`config.mk`:
```
export PLATFORM = sky130hd
export DESIGN_NAME = axis_frame_rx
export DESIGN_NICKNAME = d
export VERILOG_FILES = /design/src/rtl/axis_frame_rx.sv
export SDC_FILE = /design/constraint.sdc
export NUM_CORES = 1
export LEC_CHECK = 0
export CORE_ASPECT_RATIO = 1.5
export CORE_UTILIZATION = 50
export CTS_BUF_LIST = sky130_fd_sc_hd__clkbuf_16
export DETAILED_ROUTE_END_ITERATION = 7
export MAX_ROUTING_LAYER = met4
export PLACE_DENSITY = 0.76
export SYNTH_ARGS = -nofsm -noshare
export SYNTH_HDL_FRONTEND = slang
export SYNTH_SLANG_ARGS = --single-unit
```
`constraint.sdc`:
```
create_clock -name clk -period 3.9 [get_ports clk]
set_clock_uncertainty 0.2 [all_clocks]
set_input_delay 0.78 -clock clk [delete_from_list [all_inputs] [get_ports clk]]
set_output_delay 0.78 -clock clk [all_outputs]
set_load 0.1 [all_outputs]
```
`src/rtl/axis_frame_rx.sv`:
```
// axis_frame_rx: AXI-Stream receiver that forwards every beat through a
// two-entry skid buffer and, in parallel, tracks frame boundaries to report
// per-frame byte length, tkeep-rule violations, oversize and a frame count.
// Frame statistics are taken at input acceptance, so they do not depend on
// backpressure from the master side.
module axis_frame_rx #(
    parameter int TDATA_WIDTH     = 64,
    parameter int TID_WIDTH       = 1,
    parameter int TDEST_WIDTH     = 1,
    parameter int TUSER_WIDTH     = 1,
    parameter int MAX_FRAME_BYTES = 1522
) (
    input  logic                     clk,
    input  logic                     rst_n,
    input  logic                     s_tvalid,
    output logic                     s_tready,
    input  logic                     s_tlast,
    input  logic [TDATA_WIDTH-1:0]   s_tdata,
    input  logic [TDATA_WIDTH/8-1:0] s_tstrb,
    input  logic [TDATA_WIDTH/8-1:0] s_tkeep,
    input  logic [TID_WIDTH-1:0]     s_tid,
    input  logic [TDEST_WIDTH-1:0]   s_tdest,
    input  logic [TUSER_WIDTH-1:0]   s_tuser,
    output logic                     m_tvalid,
    input  logic                     m_tready,
    output logic                     m_tlast,
    output logic [TDATA_WIDTH-1:0]   m_tdata,
    output logic [TDATA_WIDTH/8-1:0] m_tstrb,
    output logic [TDATA_WIDTH/8-1:0] m_tkeep,
    output logic [TID_WIDTH-1:0]     m_tid,
    output logic [TDEST_WIDTH-1:0]   m_tdest,
    output logic [TUSER_WIDTH-1:0]   m_tuser,
    output logic                     frm_done,
    output logic [15:0]              frm_len,
    output logic                     frm_err_keep,
    output logic                     frm_err_oversize,
    output logic [31:0]              frm_count
);

    localparam int KB       = TDATA_WIDTH / 8;
    // Packed beat layout, LSB first: user, dest, id, last, keep, strb, data
    localparam int OFF_DEST = TUSER_WIDTH;
    localparam int OFF_ID   = OFF_DEST + TDEST_WIDTH;
    localparam int OFF_LAST = OFF_ID + TID_WIDTH;
    localparam int OFF_KEEP = OFF_LAST + 1;
    localparam int OFF_STRB = OFF_KEEP + KB;
    localparam int OFF_DATA = OFF_STRB + KB;
    localparam int BW       = OFF_DATA + TDATA_WIDTH;

    typedef enum logic [0:0] {
        ST_IDLE     = 1'b0,
        ST_IN_FRAME = 1'b1
    } state_e;

    // Number of valid bytes in a beat (17 bits so the length sum can detect overflow)
    function automatic logic [16:0] popcount(input logic [KB-1:0] v);
        logic [16:0] c;
        c = 17'd0;
        for (int i = 0; i < KB; i++) begin
            c = c + {16'd0, v[i]};
        end
        return c;
    endfunction

    // Non-last beats must be full; the last beat must be a nonzero run of ones from bit 0
    function automatic logic keep_violation(input logic [KB-1:0] k, input logic last);
        logic bad;
        if (!last) begin
            bad = (k != {KB{1'b1}});
        end else begin
            bad = (k == {KB{1'b0}}) || ((k & (k + KB'(1))) != {KB{1'b0}});
        end
        return bad;
    endfunction

    logic [BW-1:0] beat_in_s;
    logic          accept_s;
    logic          xfer_s;

    logic [BW-1:0] out_beat_q, out_beat_d;
    logic          out_valid_q, out_valid_d;
    logic [BW-1:0] skid_beat_q, skid_beat_d;
    logic          skid_valid_q, skid_valid_d;
    logic          s_tready_q, s_tready_d;

    state_e        state_q, state_d;

    logic [16:0]   bytes_s;
    logic [16:0]   sum_s;
    logic [15:0]   len_sum_s;
    logic          viol_s;
    logic          over_s;

    logic [15:0]   acc_len_q, acc_len_d;
    logic          acc_err_keep_q, acc_err_keep_d;
    logic          acc_over_q, acc_over_d;
    logic          frm_done_q, frm_done_d;
    logic [15:0]   frm_len_q, frm_len_d;
    logic          frm_err_keep_q, frm_err_keep_d;
    logic          frm_err_over_q, frm_err_over_d;
    logic [31:0]   frm_count_q, frm_count_d;

    assign beat_in_s = {s_tdata, s_tstrb, s_tkeep, s_tlast, s_tid, s_tdest, s_tuser};
    assign accept_s  = s_tvalid & s_tready_q;
    assign xfer_s    = out_valid_q & m_tready;

    // Skid buffer next state: skid refills output first, then new beats fill output or skid
    always_comb begin
        out_beat_d   = out_beat_q;
        out_valid_d  = out_valid_q;
        skid_beat_d  = skid_beat_q;
        skid_valid_d = skid_valid_q;
        if (xfer_s && skid_valid_q) begin
            // s_tready is low while the skid is full, so no new beat can arrive here
            out_beat_d   = skid_beat_q;
            skid_valid_d = 1'b0;
        end else if (accept_s && (!out_valid_q || m_tready)) begin
            out_beat_d  = beat_in_s;
            out_valid_d = 1'b1;
        end else if (accept_s) begin
            skid_beat_d  = beat_in_s;
            skid_valid_d = 1'b1;
        end else if (xfer_s) begin
            out_valid_d = 1'b0;
        end else begin
            out_valid_d = out_valid_q;
        end
        s_tready_d = ~skid_valid_d;
    end

    // Skid buffer registers
    always_ff @(posedge clk or negedge rst_n) begin
        if (!rst_n) begin
            out_beat_q   <= {BW{1'b0}};
            out_valid_q  <= 1'b0;
            skid_beat_q  <= {BW{1'b0}};
            skid_valid_q <= 1'b0;
            s_tready_q   <= 1'b0;
        end else begin
            out_beat_q   <= out_beat_d;
            out_valid_q  <= out_valid_d;
            skid_beat_q  <= skid_beat_d;
            skid_valid_q <= skid_valid_d;
            s_tready_q   <= s_tready_d;
        end
    end

    // Frame FSM next state, advanced only on accepted input beats
    always_comb begin
        state_d = state_q;
        case (state_q)
            ST_IDLE: begin
                if (accept_s && !s_tlast) begin
                    state_d = ST_IN_FRAME;
                end else begin
                    state_d = ST_IDLE;
                end
            end
            ST_IN_FRAME: begin
                if (accept_s && s_tlast) begin
                    state_d = ST_IDLE;
                end else begin
                    state_d = ST_IN_FRAME;
                end
            end
            default: begin
                state_d = ST_IDLE;
            end
        endcase
    end

    // Frame FSM state register
    always_ff @(posedge clk or negedge rst_n) begin
        if (!rst_n) begin
            state_q <= ST_IDLE;
        end else begin
            state_q <= state_d;
        end
    end

    // Per-beat statistics: saturating length, keep rule and oversize
    always_comb begin
        bytes_s   = popcount(s_tkeep);
        sum_s     = {1'b0, acc_len_q} + bytes_s;
        len_sum_s = sum_s[16] ? 16'hFFFF : sum_s[15:0];
        viol_s    = keep_violation(s_tkeep, s_tlast);
        over_s    = (32'(len_sum_s) > 32'(MAX_FRAME_BYTES));
    end

    // Accumulate during a frame; publish and clear on its last accepted beat
    always_comb begin
        acc_len_d      = acc_len_q;
        acc_err_keep_d = acc_err_keep_q;
        acc_over_d     = acc_over_q;
        frm_done_d     = 1'b0;
        frm_len_d      = frm_len_q;
        frm_err_keep_d = frm_err_keep_q;
        frm_err_over_d = frm_err_over_q;
        frm_count_d    = frm_count_q;
        if (accept_s) begin
            if (s_tlast) begin
                frm_done_d     = 1'b1;
                frm_len_d      = len_sum_s;
                frm_err_keep_d = acc_err_keep_q | viol_s;
                frm_err_over_d = acc_over_q | over_s;
                frm_count_d    = frm_count_q + 32'd1;
                acc_len_d      = 16'd0;
                acc_err_keep_d = 1'b0;
                acc_over_d     = 1'b0;
            end else begin
                acc_len_d      = len_sum_s;
                acc_err_keep_d = acc_err_keep_q | viol_s;
                acc_over_d     = acc_over_q | over_s;
            end
        end else begin
            frm_done_d = 1'b0;
        end
    end

    // Statistics registers
    always_ff @(posedge clk or negedge rst_n) begin
        if (!rst_n) begin
            acc_len_q      <= 16'd0;
            acc_err_keep_q <= 1'b0;
            acc_over_q     <= 1'b0;
            frm_done_q     <= 1'b0;
            frm_len_q      <= 16'd0;
            frm_err_keep_q <= 1'b0;
            frm_err_over_q <= 1'b0;
            frm_count_q    <= 32'd0;
        end else begin
            acc_len_q      <= acc_len_d;
            acc_err_keep_q <= acc_err_keep_d;
            acc_over_q     <= acc_over_d;
            frm_done_q     <= frm_done_d;
            frm_len_q      <= frm_len_d;
            frm_err_keep_q <= frm_err_keep_d;
            frm_err_over_q <= frm_err_over_d;
            frm_count_q    <= frm_count_d;
        end
    end

    assign s_tready         = s_tready_q;
    assign m_tvalid         = out_valid_q;
    assign m_tdata          = out_beat_q[OFF_DATA +: TDATA_WIDTH];
    assign m_tstrb          = out_beat_q[OFF_STRB +: KB];
    assign m_tkeep          = out_beat_q[OFF_KEEP +: KB];
    assign m_tlast          = out_beat_q[OFF_LAST];
    assign m_tid            = out_beat_q[OFF_ID +: TID_WIDTH];
    assign m_tdest          = out_beat_q[OFF_DEST +: TDEST_WIDTH];
    assign m_tuser          = out_beat_q[0 +: TUSER_WIDTH];
    assign frm_done         = frm_done_q;
    assign frm_len          = frm_len_q;
    assign frm_err_keep     = frm_err_keep_q;
    assign frm_err_oversize = frm_err_over_q;
    assign frm_count        = frm_count_q;

endmodule

```
==> results of run 1 <==
==> flip-flops by register name, summed over array words and instances, names as in the netlist <==
| register | flops |
|---|---|
| frm_err_keep | 1 |
| out_beat_q | 84 |
| frm_len | 16 |
| acc_over_q | 1 |
| acc_err_keep_q | 1 |
| s_tready | 1 |
| frm_done | 1 |
| skid_valid_q | 1 |
| m_tvalid | 1 |
| frm_err_oversize | 1 |
| frm_count | 32 |
| acc_len_q | 16 |
| skid_beat_q | 84 |
==> final timing paths <==
| path | from | to | depth (start not counted) | slack, ps |
|---|---|---|---|---|
| hold reg to reg | out_beat_q[52] | out_beat_q[52] | 2 | 280 |
| hold / removal | rst_n | frm_count[31] | 1 | 140 |
| setup / recovery | s_tkeep[0] | frm_err_oversize | 16 | -180 |
| max in group asynchronous | rst_n | out_beat_q[51] | 2 | 2450 |
| setup reg to reg | acc_len_q[0] | frm_err_oversize | 14 | 380 |
| min in group clk | out_beat_q[52] | out_beat_q[52] | 2 | 280 |
==> worst max-delay path: stages <==
cell and delay [ps]:
sky130_fd_sc_hd__buf_8 100, sky130_fd_sc_hd__fa_1 570, sky130_fd_sc_hd__inv_2 50, sky130_fd_sc_hd__fa_1 450, sky130_fd_sc_hd__fa_1 520, sky130_fd_sc_hd__fa_2 230
sky130_fd_sc_hd__inv_2 50, sky130_fd_sc_hd__fa_2 410, sky130_fd_sc_hd__nand3_4 110, sky130_fd_sc_hd__buf_6 110, sky130_fd_sc_hd__nand2_4 40, sky130_fd_sc_hd__buf_6 160
sky130_fd_sc_hd__a31oi_4 200, sky130_fd_sc_hd__o22ai_4 100, sky130_fd_sc_hd__o41ai_2 290, sky130_fd_sc_hd__a21oi_1 60
==> report_power, final <==
| part | internal [uW] | total, uW | leakage (uW) | switching (uW) |
|---|---|---|---|---|
| clock | 1060 | 1950 | 0.000352 | 893 |
| sequential | 3480 | 4030 | 0.00300 | 548 |
| combinational | 2070 | 7370 | 0.00351 | 5310 |
| total | 6610 | 13400 | 0.00686 | 6750 |
==> cells by family after synthesis <==
logic type      after synthesis  share of synthesized area
simple gates                243                     0.1061
flops                       240                     0.5597
compound gates              170                    0.09002
mux                         165                     0.1630
buf+inv                      73                    0.02752
xor+xnor                     40                    0.03265
fa+ha+maj                    15                    0.02099
==> layer usage <==
layer  part of all wire  vias to the layer above
met1               0.39                     3849
met4              0.032                        0
met2               0.53                      200
met3              0.044                       60
li1                   -                     3781
met5                  0                        -
==> repair_timing <==
action,CTS,global route
gates cloned,1,0
endpoints found under the hold margin,0,0
setup endpoints to repair,34,34
buffers inserted,8,4
resized for setup,39,31
pin swaps,14,21
==> stage by stage <==
stage	power (uW)	area, um2	setup WS, ps	setup TNS (ps)	hold WS (ps)
3_3_place_gp	11210	13620	-974.6	-26260	259.9
4_1_cts	13410	14370	-284.2	-2807	173.3
5_1_grt	14000	14540	-290.9	-4039	209.6
2_1_floorplan	9429	10800	-310.0	-1391	249.2
6_report	13360	14540	-183.4	-1112	139.9
3_5_place_dp	11360	13620	-1052	-28760	267.5
==> layout make-up <==
type,count,share of cell area
Sequential cell,240,0.4130
Multi-Input combinational cell,634,0.3235
Timing Repair Buffer,280,0.1904
Clock buffer,23,0.03958
Tap cell,268,0.02306
Inverter,22,0.005679
Clock inverter,15,0.004388
Antenna cell,2,0.0003442
==> placed cells by master, fill, tap and decap left out, types with 3 or more instances in the layout <==
cell                                n
sky130_fd_sc_hd__nand3_4            5
sky130_fd_sc_hd__nor2_1            32
sky130_fd_sc_hd__xnor2_1           25
sky130_fd_sc_hd__xor2_1            15
sky130_fd_sc_hd__a21oi_1           11
sky130_fd_sc_hd__fa_1               3
sky130_fd_sc_hd__o21ai_0          102
sky130_fd_sc_hd__inv_1             29
sky130_fd_sc_hd__and3_1             5
sky130_fd_sc_hd__a31oi_4            3
sky130_fd_sc_hd__o21ai_2            3
sky130_fd_sc_hd__nand2b_1           6
sky130_fd_sc_hd__nand4_1            6
sky130_fd_sc_hd__buf_12             6
sky130_fd_sc_hd__nand2_1          142
sky130_fd_sc_hd__o22a_1             5
sky130_fd_sc_hd__ha_1              10
sky130_fd_sc_hd__clkbuf_16         23
sky130_fd_sc_hd__nand3_1           12
sky130_fd_sc_hd__inv_2              3
sky130_fd_sc_hd__o21ai_1           12
sky130_fd_sc_hd__dfrtp_1          240
sky130_fd_sc_hd__buf_6             11
sky130_fd_sc_hd__o2111ai_1          3
sky130_fd_sc_hd__mux2_2            77
sky130_fd_sc_hd__clkdlybuf4s50_1  215
sky130_fd_sc_hd__a21oi_2            6
sky130_fd_sc_hd__a31oi_1            7
sky130_fd_sc_hd__buf_4             45
sky130_fd_sc_hd__mux2i_1           86
sky130_fd_sc_hd__nor2_4             5
==> flow_metrics.env, run 1 <==
export IMPL_edff_count_synth=0
export IMPL_placementRows=65
export IMPL_global_routing_met2_resource_utilization=0.4416
export IMPL_path_clk_slew_ps=60
export IMPL_tritoncts="done"
export IMPL_met1_usage=0.2799
export IMPL_dpl_hpwl_um=18080
export IMPL_num_nets_final=1304
export IMPL_numCtsBuffers=23
export IMPL_grt_overflow_total=0
export IMPL_dieWidth_um=121.6
export IMPL_maxSlewViolCount=0
export IMPL_layout_drive_gt1_share=0.1862
export IMPL_final_hold_violation_count=0
export IMPL_drt_wl_total_um=26160
export IMPL_post_synth_inst_count=946
export IMPL_crit_fanout=5
export IMPL_leakagePower_uw=0.006865
export IMPL_drc=0
export IMPL_io_buffers=224
export IMPL_peakVddDrop_mv=0.7117
export IMPL_crit_path_start_kind="primary input"
export IMPL_synth_top_area_frac=0.5597
export IMPL_globalRouteTotalUtil=0.2478
export IMPL_avgViaCountPerCell=5.317
export IMPL_finalCriticalPeriod_ps=4083
export IMPL_pwr_density_cell_nw_per_um2=918.5
export IMPL_syn_nets=1049
export IMPL_clock_sinks=240
export IMPL_post_synth_top_count_cell="sky130_fd_sc_hd__dfrtp_1"
export IMPL_io_pins=225
export IMPL_worst_ep_required_time_ps=4070
export IMPL_cts_root_buf="sky130_fd_sc_hd__clkbuf_16"
export IMPL_fmax_mhz=244.9
export IMPL_maxCapViolations=0
export IMPL_vertical_extent_of_the_die_um=181.4
export IMPL_report_final_setup_viol=20
export IMPL_placed_cells_incl_taps=1436
export IMPL_finalNonFillerCells=1484
export IMPL_post_synth_main_area_contributors="sky130_fd_sc_hd__dfrtp_1, sky130_fd_sc_hd__mux2_2, sky130_fd_sc_hd__mux2i_1, sky130_fd_sc_hd__o21ai_0, sky130_fd_sc_hd__nand2_1"
export IMPL_die_area_um2=22060
export IMPL_core_region_area_um2=21060
export IMPL_via_count=7890
export IMPL_antenna_violating_nets_left=0
export IMPL_netlist_top_cells_count="sky130_fd_sc_hd__dfrtp_1, sky130_fd_sc_hd__nand2_1, sky130_fd_sc_hd__o21ai_0, sky130_fd_sc_hd__mux2i_1, sky130_fd_sc_hd__mux2_2"
export IMPL_timing_max_slew_rel_slack=0.2850
export IMPL_critical_path_class="in -> reg"
export IMPL_wire_per_inst_um=17.63
export IMPL_use_met3=0.03329
export IMPL_worstHoldPathType="in -> async"
export IMPL_synth_area_um2=10730
export IMPL_antenna_found_initial=2
export IMPL_wire_length_of_the_first_global_routing_pass_um=41950
export IMPL_cts_htree_levels=1
export IMPL_worst_pin_slew_ps=1069
export IMPL_reg_area_um2=6006
export IMPL_timing_final_crit_share=1.047
export IMPL_syn_avg_cell_area_um2=11.34
export IMPL_multiInputGateArea_um2=4705
export IMPL_clock_path_buffers=3
export IMPL_post_route_util=0.6903
export IMPL_synth_async_reset_ratio=1.000
export IMPL_setup_slack_ps=-183.4
export IMPL_place_gp_congestion=0.9095
export IMPL_yosys_area_top_type="sky130_fd_sc_hd__dfrtp_1"
export IMPL_area_growth_pct=35.52
export IMPL_fillers=1562
export IMPL_grt_busiest_layer="met2"
export IMPL_total_of_flip_flops_plus_latches_after_synthesis=240
export IMPL_rsz_0062_raised_after_global_routing="true"
export IMPL_drt_pass1_iterations=4
export IMPL_dominantRegCellSynth="sky130_fd_sc_hd__dfrtp_1"
export IMPL_outcome="complete, but fails checks"
export IMPL_yosysWarningCount=0
export IMPL_detailedRoute_firstIterationViolations=378
export IMPL_synth_distinct_cells=58
export IMPL_synth_seq_area_share=0.5597
export IMPL_crit_arrival_ps=4250
export IMPL_setup_worst_path_end_class="flip-flop"
export IMPL_post_cts_hold_buffer_count=0
export IMPL_grt_max_degree=109
export IMPL_first_global_vias=8175
export IMPL_worstSkewPairLatency_ps=510
export IMPL_effective_utilization_at_floorplan=0.5094
export IMPL_violations="setup timing"
Note: power is estimated with default switching activity, not from simulation.
==> run 2: changes to the inputs <==
--- a/config.mk
+++ b/config.mk
@@ -9,6 +9,7 @@
 export CORE_UTILIZATION = 50
 export CTS_BUF_LIST = sky130_fd_sc_hd__clkbuf_16
 export DETAILED_ROUTE_END_ITERATION = 7
+export GPL_ROUTABILITY_DRIVEN = 0
 export MAX_ROUTING_LAYER = met4
 export PLACE_DENSITY = 0.76
 export SYNTH_ARGS = -nofsm -noshare
==> run 2 against run 1 <==
Net effect: the run still ends with setup timing left; via count grew 1.4%; critical path depth decreased by 2; die area is the same; sequential share of layout area is 0.11 points higher; non-clock buffer count down 5; setup slack worse by 19 ps; register-to-register slack is essentially flat; critical endpoint is now acc_over_q; largest power group unchanged.
==> flow_metrics.env, run 2 (synthesis gave the netlist of run 1 again) <==
export IMPL_vertical_extent_of_the_die_um=181.4
export IMPL_drt_pass1_iterations=4
export IMPL_antenna_violating_nets_left=0
export IMPL_maxCapViolations=0
export IMPL_power_sequential_fraction=0.299
export IMPL_netSwitchingFraction=0.5028
export IMPL_worstHoldPathType="in -> async"
export IMPL_worst_pin_slew_ps=1054
export IMPL_rsz_0062_raised_after_global_routing="true"
export IMPL_most_common_layout_cells="sky130_fd_sc_hd__dfrtp_1, sky130_fd_sc_hd__clkdlybuf4s50_1, sky130_fd_sc_hd__nand2_1"
export IMPL_crit_fanout=5
export IMPL_fmax_mhz=243.8
export IMPL_timing_setup_tns_ps=-527.7
export IMPL_detailedRoute_firstIterationViolations=369
export IMPL_violations="setup timing"
export IMPL_num_nets_final=1300
export IMPL_dpl_hpwl_um=18160
export IMPL_clock_power_share=0.158
export IMPL_wire_per_inst_um=17.91
export IMPL_cp_slowest_cell="sky130_fd_sc_hd__fa_1"
export IMPL_wire_length_of_the_first_global_routing_pass_um=42790
export IMPL_report_final_setup_viol=5
export IMPL_peakVddDrop_mv=0.7141
export IMPL_max_stage_delay_ps=580
export IMPL_dieWidth_um=121.6
export IMPL_drc=0
export IMPL_io_pins=225
export IMPL_io_buffers=224
export IMPL_pwr_density_cell_nw_per_um2=931.0
export IMPL_cts_root_buf="sky130_fd_sc_hd__clkbuf_16"
export IMPL_outcome="complete, but fails checks"
export IMPL_cts_htree_levels=1
export IMPL_cp_num_buf_inv=3
export IMPL_globalRouteTotalUtil=0.2534
export IMPL_crit_chain="buf_8 -> fa_1 -> inv_2 -> fa_1 -> fa_1 -> fa_2 -> inv_2 -> fa_2 -> nand3_4 -> a21oi_2 -> mux2i_2 -> a2111oi_4 -> a211oi_2 -> o21ai_1"
export IMPL_grt_max_degree=93
export IMPL_mostFrequentLayoutCell="sky130_fd_sc_hd__dfrtp_1"
export IMPL_crit_family="adder cells"
export IMPL_leakagePower_uw=0.006850
export IMPL_first_global_vias=8304
export IMPL_setup_slack_ps=-202.2
export IMPL_clock_path_buffers=3
export IMPL_path_clk_slew_ps=60
export IMPL_cpMostUsedCell="sky130_fd_sc_hd__fa_1"
export IMPL_grt_overflow_total=0
export IMPL_drt_wl_total_um=26580
export IMPL_place_ws_ps=-1052
export IMPL_fillers=1559
export IMPL_setup_worst_path_end_class="flip-flop"
export IMPL_effective_utilization_at_floorplan=0.5094
export IMPL_tritoncts="done"
export IMPL_timing_max_slew_rel_slack=0.2950
export IMPL_final_hold_violation_count=0
export IMPL_antenna_found_initial=3
export IMPL_worst_ep_required_time_ps=4070
export IMPL_via_count=8002
export IMPL_layout_drive_gt1_share=0.1789
export IMPL_p_comb_frac=0.542
export IMPL_die_area_um2=22060
export IMPL_area_growth_pct=35.17
export IMPL_avgViaCountPerCell=5.392
export IMPL_post_cts_hold_buffer_count=0
export IMPL_clock_sinks=240
export IMPL_placementRows=65
export IMPL_crit_path_start_kind="primary input"
export IMPL_power_net_switching_uw=6789
export IMPL_crit_arrival_ps=4280
export IMPL_p_int_uw=6714
export IMPL_finalCriticalPeriod_ps=4102
export IMPL_critical_path_class="in -> reg"
export IMPL_numCtsBuffers=24
export IMPL_core_region_area_um2=21060
export IMPL_worstSkewPairLatency_ps=500
export IMPL_maxSlewViolCount=0
export IMPL_timing_final_crit_share=1.052
-- run 2: cell count changes in the layout (fill, tap and decap cells not counted), sizes merged --
cell and change:
buf -4, bufinv +1, clkbuf +2, clkdlybuf4s50 -1, clkinv +4, diode +1
inv -3
-- run 2: power by group through the flow --
stage / sequential [uW] / clock [uW] / combinational (uW)
after floorplan: 7610 / 0 / 1820
after global placement: 4030 / 0 / 7180
after detailed placement: 4090 / 0 / 7280
after CTS: 4050 / 2190 / 7340
after global routing: 4170 / 2300 / 7670
final: 4040 / 2140 / 7320
-- run 2: layout make-up --
class	instances	area, um2	share of cell area
Inverter	22	82.58	0.005694
Multi-Input combinational cell	634	4632	0.3194
Sequential cell	240	6006	0.4141
Timing Repair Buffer	275	2719	0.1875
Clock inverter	17	96.34	0.006643
Antenna cell	3	7.507	0.0005176
Tap cell	268	335.3	0.02312
Clock buffer	25	625.6	0.04313
-- run 2: routing by layer --
metal | share of wire | GRT usage | vias up
met4 | 0.032 | 0.09630 | 0
li1 | - | - | 3785
met1 | 0.39 | 0.2916 | 3961
met2 | 0.53 | 0.4430 | 205
met3 | 0.045 | 0.03455 | 51
met5 | 0 | - | -
-- run 2: path summary, 6_finish.rpt --
path	endpoint	cells past startpoint	slack (ps)	start
max in group asynchronous	skid_beat_q[32]	2	2550	rst_n
min in group clk	frm_count[31]	1	270	frm_count[31]
worst max-delay path	acc_over_q	14	-200	s_tkeep[0]
worst max register to register	acc_over_q	12	370	acc_len_q[0]
worst min register to register	frm_count[31]	1	270	frm_count[31]
worst min-delay path	frm_count[21]	1	70	rst_n
-- run 2: what timing repair did --
action,CTS,global route
setup buffers,4,5
setup endpoints to repair,34,33
gates cloned,1,0
pin swaps,13,12
resized for setup,30,15
-- run 2: worst reg2reg max path, stage by stage (launching register included) --
cell,delay (ps)
sky130_fd_sc_hd__dfrtp_1,350
sky130_fd_sc_hd__inv_1,60
sky130_fd_sc_hd__fa_1,520
sky130_fd_sc_hd__fa_1,440
sky130_fd_sc_hd__fa_2,370
sky130_fd_sc_hd__inv_2,70
sky130_fd_sc_hd__fa_2,240
sky130_fd_sc_hd__nand3_4,120
sky130_fd_sc_hd__a21oi_2,190
sky130_fd_sc_hd__mux2i_2,320
sky130_fd_sc_hd__a2111oi_4,70
sky130_fd_sc_hd__a211oi_2,330
sky130_fd_sc_hd__o21ai_1,120
-- run 2: stage by stage --
step / utilization / hold WS [ps] / cells / total power, uW / area, um2
after global routing: 0.6886 / 99.75 / 1484 / 14130 / 14500
after CTS: 0.6845 / 86.32 / 1478 / 13580 / 14420
after floorplan: - / 249.2 / 946 / 9429 / 10800
final: 0.6886 / 66.77 / 1484 / 13500 / 14500
after global placement: 0.6459 / 259.3 / 1433 / 11210 / 13600
after detailed placement: 0.6459 / 268.8 / 1433 / 11370 / 13600
